==> src/rtl/input_conditioner.sv <==
// Synchronizes, debounces and edge-detects one async pad input; conditioned lags a stable change by WAIT_TIME+1 edges.
// No backpressure: every output is registered and updates every core cycle.
module input_conditioner #(
    parameter int   WAIT_TIME     = 3,
    parameter int   COUNTER_WIDTH = 3,
    parameter logic RESET_VAL     = 1'b0
) (
    input  logic clk,
    input  logic rst_n,
    input  logic noisysignal,
    output logic conditioned,
    output logic positiveedge,
    output logic negativeedge
);

    localparam logic [COUNTER_WIDTH-1:0] CNT_MAX = COUNTER_WIDTH'(WAIT_TIME - 1);
    localparam logic [COUNTER_WIDTH-1:0] CNT_ONE = COUNTER_WIDTH'(1);

    logic                     sync0_q, sync1_q;
    logic                     cond_q, cond_d;
    logic [COUNTER_WIDTH-1:0] cnt_q, cnt_d;
    logic                     pos_q, pos_d;
    logic                     neg_q, neg_d;

    // Any agreeing sample clears the count, so only an unbroken run of disagreement lands.
    always_comb begin
        cond_d = cond_q;
        cnt_d  = '0;
        if (sync1_q != cond_q) begin
            if (cnt_q == CNT_MAX) begin
                cond_d = sync1_q;
            end else begin
                cnt_d = cnt_q + CNT_ONE;
            end
        end
        pos_d = cond_d & ~cond_q;
        neg_d = ~cond_d & cond_q;
    end

    always_ff @(posedge clk or negedge rst_n) begin
        if (!rst_n) begin
            sync0_q <= RESET_VAL;
            sync1_q <= RESET_VAL;
            cond_q  <= RESET_VAL;
            cnt_q   <= '0;
            pos_q   <= 1'b0;
            neg_q   <= 1'b0;
        end else begin
            sync0_q <= noisysignal;
            sync1_q <= sync0_q;
            cond_q  <= cond_d;
            cnt_q   <= cnt_d;
            pos_q   <= pos_d;
            neg_q   <= neg_d;
        end
    end

    assign conditioned  = cond_q;
    assign positiveedge = pos_q;
    assign negativeedge = neg_q;

endmodule

==> config.mk <==
export PLATFORM = sky130hd
export DESIGN_NAME = input_conditioner
export DESIGN_NICKNAME = d
export VERILOG_FILES = /design/src/rtl/input_conditioner.sv
export SDC_FILE = /design/constraint.sdc
export NUM_CORES = 1
export LEC_CHECK = 0
export CORE_AREA = 2 2 39 41
export CTS_BUF_LIST = sky130_fd_sc_hd__clkbuf_4 sky130_fd_sc_hd__clkbuf_8 sky130_fd_sc_hd__clkbuf_16
export CTS_CLUSTER_DIAMETER = 200
export CTS_CLUSTER_SIZE = 10
export DETAILED_ROUTE_END_ITERATION = 8
export DIE_AREA = 0 0 41 43
export PLACE_DENSITY = 0.44
export SLEW_MARGIN = 15
export SYNTH_ARGS = -nofsm -noshare
export SYNTH_HDL_FRONTEND = slang
export SYNTH_SLANG_ARGS = --single-unit
==> constraint.sdc <==
create_clock -name clk -period 1.35 [get_ports clk]
set_input_delay 0.27 -clock clk [delete_from_list [all_inputs] [get_ports clk]]
set_output_delay 0.27 -clock clk [all_outputs]
set_load 0.03 [all_outputs]
==> out/qor.yml <==
skew_ps: 2.51
wl_met2_um: 233
nNetsFinal: 35
placement.io_buffers: 5
final_max_slew_viol_count: 0
numCtsBuffers: 3
viasPerCell: 4.30
start_util_pct: 21.7
seq_area_frac_synth_pct: 66.7
mappedNetlistNets: 24
yosysUniqueCellTypes: 11
p_leak_uw: 0.000181
p_per_area_nw_per_um2: 1980
vias: 198
grt_max_degree: 9
tns_ps: 0
diodes: 0
synth_top_area_share_pct: 66.7
wl_per_cell_um: 9.46
cts_sinks: 8
peakVddDrop_uv: 630
firstDrtPassIters: 2
syn-cell-area_sq_um: 300
yosys.area.top_type: "dfrtp_1"
cts_buffer_depth: 2
synth_warnings: 0
drive_above_1_share_pct: 23.3
timing.hold.ws_ps: 290
clk_pin_slew_ps: 50
r2r_cells: 2
track_usage_pct: 7.91
synth_cells: 21
path_class: "flop to flop"
max_cap_viol_count: 0
pre_cts_slack_ps: 108
grt_pass1_wl_um: 828
min_path_type: "input port to async pin"
ys_ff_latch: 8
endpoint_kind: "flop"
grt_pass1_vias: 203
die_y_um: 43
drt-met1-wl_um: 167
rrSetupSlack_ps: 100
dieArea_sq_um: 1760
fmax_mhz: 801
setup_ws_ps: 102
path_max_fanout: 5
antenna_found_initial: 0
status: "finished clean"
drt_iter0_drc: 3
area_delta_synth_final_pct: 31.7
setup_violations: 0
hpwl_um: 320
cp.required_ps: 1490
place.gp.congestion: 0.643
cts_max_level: 1
gr-total-overflow: 0
period_share_pct: 92.4
dieWidth_um: 41
cts-root-buf: "clkbuf_4"
wl_met3_um: 27
core_area_sq_um: 1380
cts_setup_buffers: 0
min_period_ps: 1250
arrival_ps: 1380
synth.area.top_cells: "dfrtp_1, mux2_4, nand3b_1, nor3b_1, a21bo_2"
drt-total-wl_um: 435
cts_tree: "yes"
rows: 14
critPathLaunchType: "flop"
relSlewSlack_pct: 76.8
syn_area_per_cell_sq_um: 14.3
worst_slew_pin_slew_ps: 347
drc: 0
rsz0062_at_grt: "false"
hold_viol: 0
antenna_left: 0
fill_cells: 142
routed.top_layer: "met4"
insertion_delay_ps: 250
io-pin-count: 6
==> worst max-delay path: stages, from the launching register on <==
cell and delay (ps):
dfrtp_1 410, or3b_1 420, mux2_4 310
==> what timing repair did <==
action                                  4_1_cts  5_1_grt
endpoints found under the hold margin         0        0
hold buffers                                  0        0
endpoints found under the setup margin        2        0
resized for setup                             2        0
==> cell usage after synthesis <==
cell type  count
nor3b_1        2
xnor2_1        1
nor3_1         1
a21oi_1        2
nor2b_1        1
a21bo_2        1
dfrtp_1        8
nand2b_1       1
mux2_4         1
or3b_1         1
nand3b_1       2
==> final timing paths <==
| check | from | end |
|---|---|---|
| worst max-delay path | cnt_q[2] | conditioned |
| worst min-delay path | rst_n | cnt_q[2] |
| worst max register to register | cnt_q[2] | conditioned |
| worst min register to register | sync0_q | sync1_q |
| max in group asynchronous | rst_n | negativeedge |
| min in group clk | sync0_q | sync1_q |
==> layout make-up <==
type | instances | area, sq um | area share, %
flip-flops and latches | 8 | 200 | 50.6
repair buffers | 6 | 52.6 | 13.3
well taps | 16 | 20.0 | 5.06
clock buffers | 3 | 22.5 | 5.70
multi-input cells | 13 | 100 | 25.3
==> routing by layer <==
metal  track usage (%)  vias to the layer above
li1                  -                       92
met1              9.30                       98
met2              9.06                        6
met3              4.71                        2
met4              8.00                        0
met5                 0                        -
==> cell families (layout without fill, tap and decap cells) <==
group                  after synthesis  after routing  synth area share [%]
flip-flops                           8              8                  66.7
AND/OR/NAND/NOR                      8              8                  18.7
AO/OA/AOI/OAI                        3              3                  6.67
XOR/XNOR                             1              1                  2.92
multiplexers                         1              1                  5.00
buffers and inverters                0              9                     0
==> power by group <==
part,leakage (uW),switching (uW),internal (uW)
Sequential,0.000103,52.9,298
Combinational,0.0000644,118,135
Clock,0.0000138,78.1,102
Total,0.000181,249,535
==> sequential cells by signal, indices dropped and copies added (netlist names) <==
signal,flops
negativeedge,1
conditioned,1
sync1_q,1
sync0_q,1
cnt_q,3
positiveedge,1
==> through the flow <==
| step | utilization [%] | power (uW) | instances | cell area (sq um) |
|---|---|---|---|---|
| 6_report | 28.6 | 784 | 46 | 395 |
| 5_1_grt | 28.6 | 851 | 46 | 395 |
| 4_1_cts | 28.6 | 798 | 46 | 395 |
| 3_5_place_dp | 27.1 | 617 | 43 | 375 |
| 3_3_place_gp | 27.1 | 612 | 43 | 375 |
| 2_1_floorplan | - | 523 | 21 | 300 |
==> placed cells by master, fill, tap and decap left out <==
cell	instances
nor2b_1	1
clkdlybuf4s50_1	2
nand2b_1	1
dlygate4sd2_1	2
nor3b_1	2
buf_4	2
clkbuf_4	3
a21bo_2	1
or3b_1	1
mux2_4	1
xnor2_1	1
nand3b_1	2
nor3_1	1
dfrtp_1	8
a21oi_1	2
(Power assumes the default switching activity.)
